$ cat src/rtl/pc_seq_pkg.sv
// Shared constants and FSM encoding for the next-PC sequencer.
// Build option: define BRANCH_LIKELY_EN to enable delay-slot annulment.
package pc_seq_pkg;

  localparam logic [1:0] MODE_SEQ = 2'd0;
  localparam logic [1:0] MODE_BR  = 2'd1;
  localparam logic [1:0] MODE_J   = 2'd2;
  localparam logic [1:0] MODE_JR  = 2'd3;

  localparam logic [31:0] RESET_PC_DEF = 32'h0000_3000;

  typedef enum logic {
    ST_IDLE,
    ST_PENDING
  } state_e;

endpackage

$ cat src/rtl/pc_sequencer_if.sv
// Control-transfer request handshake between decode and the sequencer.
// Decode is the master; the sequencer is the slave.
interface pc_sequencer_if #(
  parameter int PC_W = 32
);

  logic            req_valid;
  logic            req_ready;
  logic [1:0]      req_mode;
  logic            req_cond_en;
  logic            req_cond;
  logic            req_likely;
  logic [15:0]     req_imm16;
  logic [25:0]     req_index26;
  logic [PC_W-1:0] req_reg;

  modport master (
    output req_valid,
    output req_mode,
    output req_cond_en,
    output req_cond,
    output req_likely,
    output req_imm16,
    output req_index26,
    output req_reg,
    input  req_ready
  );

  modport slave (
    input  req_valid,
    input  req_mode,
    input  req_cond_en,
    input  req_cond,
    input  req_likely,
    input  req_imm16,
    input  req_index26,
    input  req_reg,
    output req_ready
  );

endinterface

$ cat src/rtl/pc_target_calc.sv
// Combinational branch/jump/jr target generator.
// Targets are relative to the delay-slot address pc_i.
module pc_target_calc
  import pc_seq_pkg::*;
#(
  parameter int PC_W = 32
) (
  input  logic [PC_W-1:0] pc_i,
  input  logic [1:0]      mode_i,
  input  logic [15:0]     imm16_i,
  input  logic [25:0]     index26_i,
  input  logic [PC_W-1:0] reg_i,
  output logic [PC_W-1:0] target_o,
  output logic            misaligned_o
);

  logic [PC_W-1:0] br_off;
  logic [PC_W-1:0] j_tgt;

  assign br_off = {{(PC_W-18){imm16_i[15]}}, imm16_i, 2'b00};

  if (PC_W > 28) begin : g_region
    assign j_tgt = {pc_i[PC_W-1:28], index26_i, 2'b00};
  end else begin : g_flat
    assign j_tgt = {index26_i, 2'b00};
  end

  always_comb begin
    target_o = pc_i + PC_W'(4);
    unique case (mode_i)
      MODE_BR: target_o = pc_i + br_off;
      MODE_J:  target_o = j_tgt;
      MODE_JR: target_o = reg_i;
      default: target_o = pc_i + PC_W'(4);
    endcase
  end

  assign misaligned_o = (mode_i == MODE_JR) & (|reg_i[1:0]);

endmodule

$ cat src/rtl/pc_sequencer.sv
// Registered next-PC sequencer; holds taken redirects across stalls.
// Build option: BRANCH_LIKELY_EN drives annul_o, otherwise tied 0.
module pc_sequencer
  import pc_seq_pkg::*;
#(
  parameter int          PC_W     = 32,
  parameter logic [31:0] RESET_PC = RESET_PC_DEF
) (
  input  logic            clk,
  input  logic            reset,
  input  logic            stall_i,
  pc_sequencer_if.slave   req,
  output logic [PC_W-1:0] pc_o,
  output logic [PC_W-1:0] pc_plus4_o,
  output logic            redirect_o,
  output logic            pending_o,
  output logic            misalign_o,
  output logic            annul_o
);

  state_e          state_q, state_d;
  logic [PC_W-1:0] pc_q, pc_d;
  logic [PC_W-1:0] tgt_q, tgt_d;
  logic            redirect_q, redirect_d;
  logic            misalign_q, misalign_d;
  logic [PC_W-1:0] target;
  logic            tgt_mis;
  logic            accept;
  logic            taken;

  pc_target_calc #(.PC_W(PC_W)) u_calc (
    .pc_i         (pc_q),
    .mode_i       (req.req_mode),
    .imm16_i      (req.req_imm16),
    .index26_i    (req.req_index26),
    .reg_i        (req.req_reg),
    .target_o     (target),
    .misaligned_o (tgt_mis)
  );

  assign req.req_ready = (state_q == ST_IDLE);
  assign accept = req.req_valid & req.req_ready;
  assign taken  = accept & (req.req_mode != MODE_SEQ)
                & (~req.req_cond_en | req.req_cond);

  always_comb begin
    state_d    = state_q;
    pc_d       = pc_q;
    tgt_d      = tgt_q;
    redirect_d = 1'b0;
    misalign_d = 1'b0;
    unique case (state_q)
      ST_IDLE: begin
        if (taken) begin
          misalign_d = tgt_mis;
          if (stall_i) begin
            tgt_d   = target;
            state_d = ST_PENDING;
          end else begin
            pc_d       = target;
            redirect_d = 1'b1;
          end
        end else if (!stall_i) begin
          pc_d = pc_q + PC_W'(4);
        end
      end
      ST_PENDING: begin
        if (!stall_i) begin
          pc_d       = tgt_q;
          redirect_d = 1'b1;
          state_d    = ST_IDLE;
        end
      end
      default: state_d = ST_IDLE;
    endcase
  end

  always_ff @(posedge clk) begin
    if (!reset) begin
      state_q    <= ST_IDLE;
      pc_q       <= RESET_PC[PC_W-1:0];
      tgt_q      <= '0;
      redirect_q <= 1'b0;
      misalign_q <= 1'b0;
    end else begin
      state_q    <= state_d;
      pc_q       <= pc_d;
      tgt_q      <= tgt_d;
      redirect_q <= redirect_d;
      misalign_q <= misalign_d;
    end
  end

`ifdef BRANCH_LIKELY_EN
  // A squashed likely branch waits out any stall before annulling.
  logic annul_q, annul_d;
  logic annul_pend_q, annul_pend_d;
  logic likely_hit;
  logic annul_any;

  assign likely_hit = accept & (req.req_mode == MODE_BR) & req.req_cond_en
                    & req.req_likely & ~req.req_cond;
  assign annul_any  = likely_hit | annul_pend_q;

  always_comb begin
    annul_d      = annul_any & ~stall_i;
    annul_pend_d = annul_any & stall_i;
  end

  always_ff @(posedge clk) begin
    if (!reset) begin
      annul_q      <= 1'b0;
      annul_pend_q <= 1'b0;
    end else begin
      annul_q      <= annul_d;
      annul_pend_q <= annul_pend_d;
    end
  end

  assign annul_o = annul_q;
`else
  logic unused_likely;
  assign unused_likely = req.req_likely;
  assign annul_o       = 1'b0;
`endif

  assign pc_o       = pc_q;
  assign pc_plus4_o = pc_q + PC_W'(4);
  assign redirect_o = redirect_q;
  assign pending_o  = (state_q == ST_PENDING);
  assign misalign_o = misalign_q;

endmodule
$ cat src/flat_wrapper.sv
// flat-port wrapper written by rule: the top's interface ports become plain ports
module pc_sequencer_flat import pc_seq_pkg::*;
#(
  parameter int          PC_W     = 32,
  parameter logic [31:0] RESET_PC = RESET_PC_DEF
)
  (clk, reset, stall_i, pc_o, pc_plus4_o, redirect_o, pending_o, misalign_o, annul_o, req_req_valid, req_req_mode, req_req_cond_en, req_req_cond, req_req_likely, req_req_imm16, req_req_index26, req_req_reg, req_req_ready);
  pc_sequencer_if #(.PC_W(PC_W)) req_i ();
  input  logic clk;
  input  logic reset;
  input  logic stall_i;
  output logic [PC_W-1:0] pc_o;
  output logic [PC_W-1:0] pc_plus4_o;
  output logic redirect_o;
  output logic pending_o;
  output logic misalign_o;
  output logic annul_o;
  input wire logic [$bits(req_i.req_valid)-1:0] req_req_valid;
  input wire logic [$bits(req_i.req_mode)-1:0] req_req_mode;
  input wire logic [$bits(req_i.req_cond_en)-1:0] req_req_cond_en;
  input wire logic [$bits(req_i.req_cond)-1:0] req_req_cond;
  input wire logic [$bits(req_i.req_likely)-1:0] req_req_likely;
  input wire logic [$bits(req_i.req_imm16)-1:0] req_req_imm16;
  input wire logic [$bits(req_i.req_index26)-1:0] req_req_index26;
  input wire logic [$bits(req_i.req_reg)-1:0] req_req_reg;
  output wire logic [$bits(req_i.req_ready)-1:0] req_req_ready;
  assign req_i.req_valid = req_req_valid;
  assign req_i.req_mode = req_req_mode;
  assign req_i.req_cond_en = req_req_cond_en;
  assign req_i.req_cond = req_req_cond;
  assign req_i.req_likely = req_req_likely;
  assign req_i.req_imm16 = req_req_imm16;
  assign req_i.req_index26 = req_req_index26;
  assign req_i.req_reg = req_req_reg;
  assign req_req_ready = req_i.req_ready;
  pc_sequencer #(.PC_W(PC_W), .RESET_PC(RESET_PC)) u_core (.clk(clk), .reset(reset), .stall_i(stall_i), .req(req_i), .pc_o(pc_o), .pc_plus4_o(pc_plus4_o), .redirect_o(redirect_o), .pending_o(pending_o), .misalign_o(misalign_o), .annul_o(annul_o));
endmodule
$ cat config.mk
export PLATFORM = sky130hd
export DESIGN_NAME = pc_sequencer_flat
export DESIGN_NICKNAME = d
export VERILOG_FILES = /design/src/rtl/pc_seq_pkg.sv /design/src/rtl/pc_sequencer_if.sv /design/src/rtl/pc_target_calc.sv /design/src/rtl/pc_sequencer.sv /design/src/flat_wrapper.sv
export SDC_FILE = /design/constraint.sdc
export NUM_CORES = 1
export LEC_CHECK = 0
export ABC_AREA = 1
export ABC_CLOCK_PERIOD_IN_PS = 2200
export CAP_MARGIN = 0
export CORE_UTILIZATION = 25
export DETAILED_ROUTE_END_ITERATION = 8
export DONT_BUFFER_PORTS = 1
export GPL_TIMING_DRIVEN = 0
export PLACE_DENSITY = 0.47
export SKIP_CTS_REPAIR_TIMING = 1
export SYNTH_ARGS = -nofsm -noshare
export SYNTH_HDL_FRONTEND = slang
export SYNTH_SLANG_ARGS = --single-unit
$ cat constraint.sdc
create_clock -name clk -period 2.2 [get_ports clk]
set_input_delay 0.44 -clock clk [delete_from_list [all_inputs] [get_ports clk]]
set_output_delay 0.44 -clock clk [all_outputs]
set_load 0.005 [all_outputs]
==> results.yml <==
worst_setup_path:
  crit_path_max_fanout: 6
  crit_chain: "ha_4 -> nand2_4 -> nor2_2 -> nand3_1 -> inv_1 -> nand2_1 -> xnor2_2"
  critPathKind: "flip-flop to output port"
  r2r_start: "u_core.pc_o[20]"
  r2r_setup_slack_ns: -0.04
  crit_family: "simple AND/OR/NAND/NOR gates"
  critPathMaxStageDelay_ns: 0.43
  rr_endpoint: "u_core.tgt_q[21]"
  cpMaxStageDelayCell: "dfxtp_4"
  worstPathBufferInverterCount: 1
  crit_required_ns: 1.76
  cp.arrival_ns: 1.99
  cp-end-kind: "output port"
  worstSetupStartpointType: "flip-flop"
  worstRegToRegCells: 11
synthesis:
  avgSynthCellArea_um2: 6.13
  synthesis.instances: 1027
  synth.distinct_cells: 54
  synth_top_area_share_pct: 21.3
  synth_top_area_cell: "dfxtp_1"
  syn_nets: 1141
  yosysWarnings: 0
  ys_seq_area_share_pct: 21.3
  ys.flop_type: "dfxtp_1"
  syn_area_um2: 6290
  synth_seq_cells: 67
  synth_edf_count: 0
  async_reset_ff_share_pct: 0
  yosys-top-cells-area: "dfxtp_1 (21%), nand2_1 (19%), inv_1 (6.7%)"
placed_design:
  port_buffers: 0
  finalWeightedCongestion: 0.925
  hpwlAfterDp_um: 23000
  place_inst: 1351
  place_area_um2: 6700
final_layout:
  fillCellCount: 2784
  drive_above_1_share_pct: 22.1
  syn_to_final_growth_pct: 24.4
  n_antenna_cell: 0
  num-nets-final: 1161
  final_area_um2: 7830
  fin_util_pct: 31.9
  final_cells: 1376
cts:
  numCtsBuffers: 9
  cts.path.max_buffers: 2
  cts_root_buffer: "clkbuf_16"
  clk_latency_ns: 0.34
  cts.sinks: 67
  cts_tree: "done"
  clk_pin_slew_ns: 0.07
  h-tree-depth: 3
floorplanning:
  die_area_um2: 25800
  dieHeight_um: 161
  rows: 57
  coreArea_um2: 24500
  dieWidth_um: 161
  start_util_pct: 25.7
  ios: 152
sta:
  rsz0062_at_grt: "true"
  layout_min_cycle_time_ns: 2.43
  finalSetupViolations: 18
  slew_violations: 0
  fin_skew_ns: 0.0144
  slew_headroom_pct: 54.7
  hold_violations: 0
  worst_slack_ns: -0.229
  fmax_mhz: 412
  worst_slew_pin_slew_ns: 0.679
  period_share_pct: 110
job:
  drv_cap: 0
pwr:
  p_leak_nw: 3.50
  ir_drop_mv: 0.363
  p_per_area_nw_per_um2: 545
drt:
  antenna_left: 0
  wl_um: 28500
  drc_errors: 0
  drtIter0Drc: 579
  dr.pass1.iters: 5
  vias_per_cell: 5.16
  vias: 7106
  wl_per_cell_um: 20.7
worst_hold_path:
  worstHoldStart: "req_req_reg[0]"
  holdPathStages: 2
  hold_end: "u_core.misalign_o"
  hp-class: "input port to flip-flop"
global_routing:
  first_global_vias: 6469
  grt_max_degree: 16
  grtUsageTotal_pct: 21.5
  antenna_found_initial: 0
  grt_first_pass_wirelength_um: 41100
  grt_overflow: 0
status:
  failed_checks: "setup timing"
  status: "finished with violations"
==> sequential cells by signal, indices dropped and copies added, names as in the netlist <==
| register | count |
|---|---|
| u_core.redirect_o | 1 |
| u_core.pc_o | 32 |
| u_core.pending_o | 1 |
| u_core.misalign_o | 1 |
| u_core.tgt_q | 32 |
==> cell usage after synthesis (3+ instances only) <==
library cell / instances
o21ai_0: 82
a22oi_1: 4
xor2_2: 4
nand2_4: 4
xor2_1: 16
xnor2_1: 7
dfxtp_1: 67
nor2_1: 74
o22ai_1: 3
buf_4: 6
nor3_1: 8
nor2_4: 5
inv_1: 113
buf_2: 11
or2_2: 5
nor3_2: 4
clkbuf_1: 15
nor2_2: 4
o21bai_1: 7
a31oi_1: 8
inv_2: 7
a221oi_1: 16
o21ai_1: 4
o211ai_1: 3
a211oi_1: 4
nand2_2: 6
nand3b_1: 4
ha_1: 30
a21oi_1: 69
nand3_1: 73
a21oi_2: 6
and2_1: 5
nand4_1: 12
nand2_1: 316
==> logic make-up after synthesis <==
group / share of synthesized area, %
AOI/OAI and AO/OA: 19.6
buffers and inverters: 10.2
DFF: 21.3
xor gates and xnor gates: 4.75
and+or+nand+nor: 37.7
adders and majority gates: 6.28
other: 0.0596
==> how the worst max path moves through the flow <==
stage | from | end | slack, ns | cells past startpoint
after detailed placement | u_core.pc_o[2] | u_core.tgt_q[14] | -0.59 | 13
after CTS | u_core.pc_o[2] | pc_plus4_o[30] | -0.69 | 7
final | u_core.pc_o[3] | pc_plus4_o[30] | -0.23 | 7
after floorplan | u_core.pc_o[2] | u_core.tgt_q[30] | 0.15 | 15
after global routing | u_core.pc_o[3] | pc_plus4_o[30] | -0.30 | 7
after global placement | u_core.pc_o[2] | u_core.tgt_q[14] | -0.63 | 13
==> final cells by class <==
| class | count | area (um^2) | area share [%] |
|---|---|---|---|
| Timing Repair Buffer | 9 | 67.6 | 0.863 |
| Inverter | 121 | 459 | 5.86 |
| Clock buffer | 9 | 225 | 2.88 |
| Multi-Input combinational cell | 803 | 4970 | 63.5 |
| Tap cell | 324 | 405 | 5.18 |
| Sequential cell | 67 | 1440 | 18.4 |
| Clock inverter | 7 | 75.1 | 0.959 |
| Buffer | 36 | 189 | 2.41 |
==> routing by layer <==
layer  up-vias  wire [um]  GRT usage [%]
li1       3446          -              -
met1      3336      13000           29.8
met2       299      12300           32.7
met3        25       2630           6.15
met4         0        531           4.89
met5         -          0              0
==> cells in the final DEF, fill, tap and decap left out, types with 4 or more instances in the layout <==
cell / n
a21oi_1: 59
a21oi_2: 16
a221oi_1: 16
a22oi_1: 4
a31oi_1: 8
and2_1: 4
buf_2: 11
buf_4: 15
clkbuf_1: 15
clkbuf_16: 9
dfxtp_1: 38
dfxtp_2: 4
dfxtp_4: 25
ha_1: 16
ha_2: 4
ha_4: 10
inv_1: 111
inv_2: 7
nand2_1: 293
nand2_2: 25
nand2_4: 8
nand3_1: 57
nand3_2: 15
nand3_4: 4
nand3b_1: 4
nand4_1: 12
nor2_1: 63
nor2_2: 10
nor2_4: 10
nor3_2: 6
nor3_4: 4
o21ai_0: 70
o21ai_1: 13
o21bai_1: 7
or2_2: 5
xnor2_2: 5
xor2_1: 5
xor2_2: 12
==> stage by stage <==
step / setup TNS (ns) / hold slack [ns] / total power (W) / worst slack, ns
after floorplan: 0 / 0.428 / 0.00224 / 0.151
after global placement: -14.44 / 0.441 / 0.00264 / -0.629
after detailed placement: -14.92 / 0.446 / 0.00264 / -0.589
after CTS: -23.39 / 0.312 / 0.00411 / -0.690
after global routing: -5.03 / 0.339 / 0.00448 / -0.302
final: -1.62 / 0.309 / 0.00427 / -0.229
==> where the power goes <==
| group | switching [W] | total, W | internal [W] |
|---|---|---|---|
| Combinational | 0.000865 | 0.00132 | 0.000458 |
| Sequential | 0.000173 | 0.00146 | 0.00129 |
| Clock | 0.000596 | 0.00148 | 0.000883 |
Note: power is estimated with default switching activity, not from simulation.
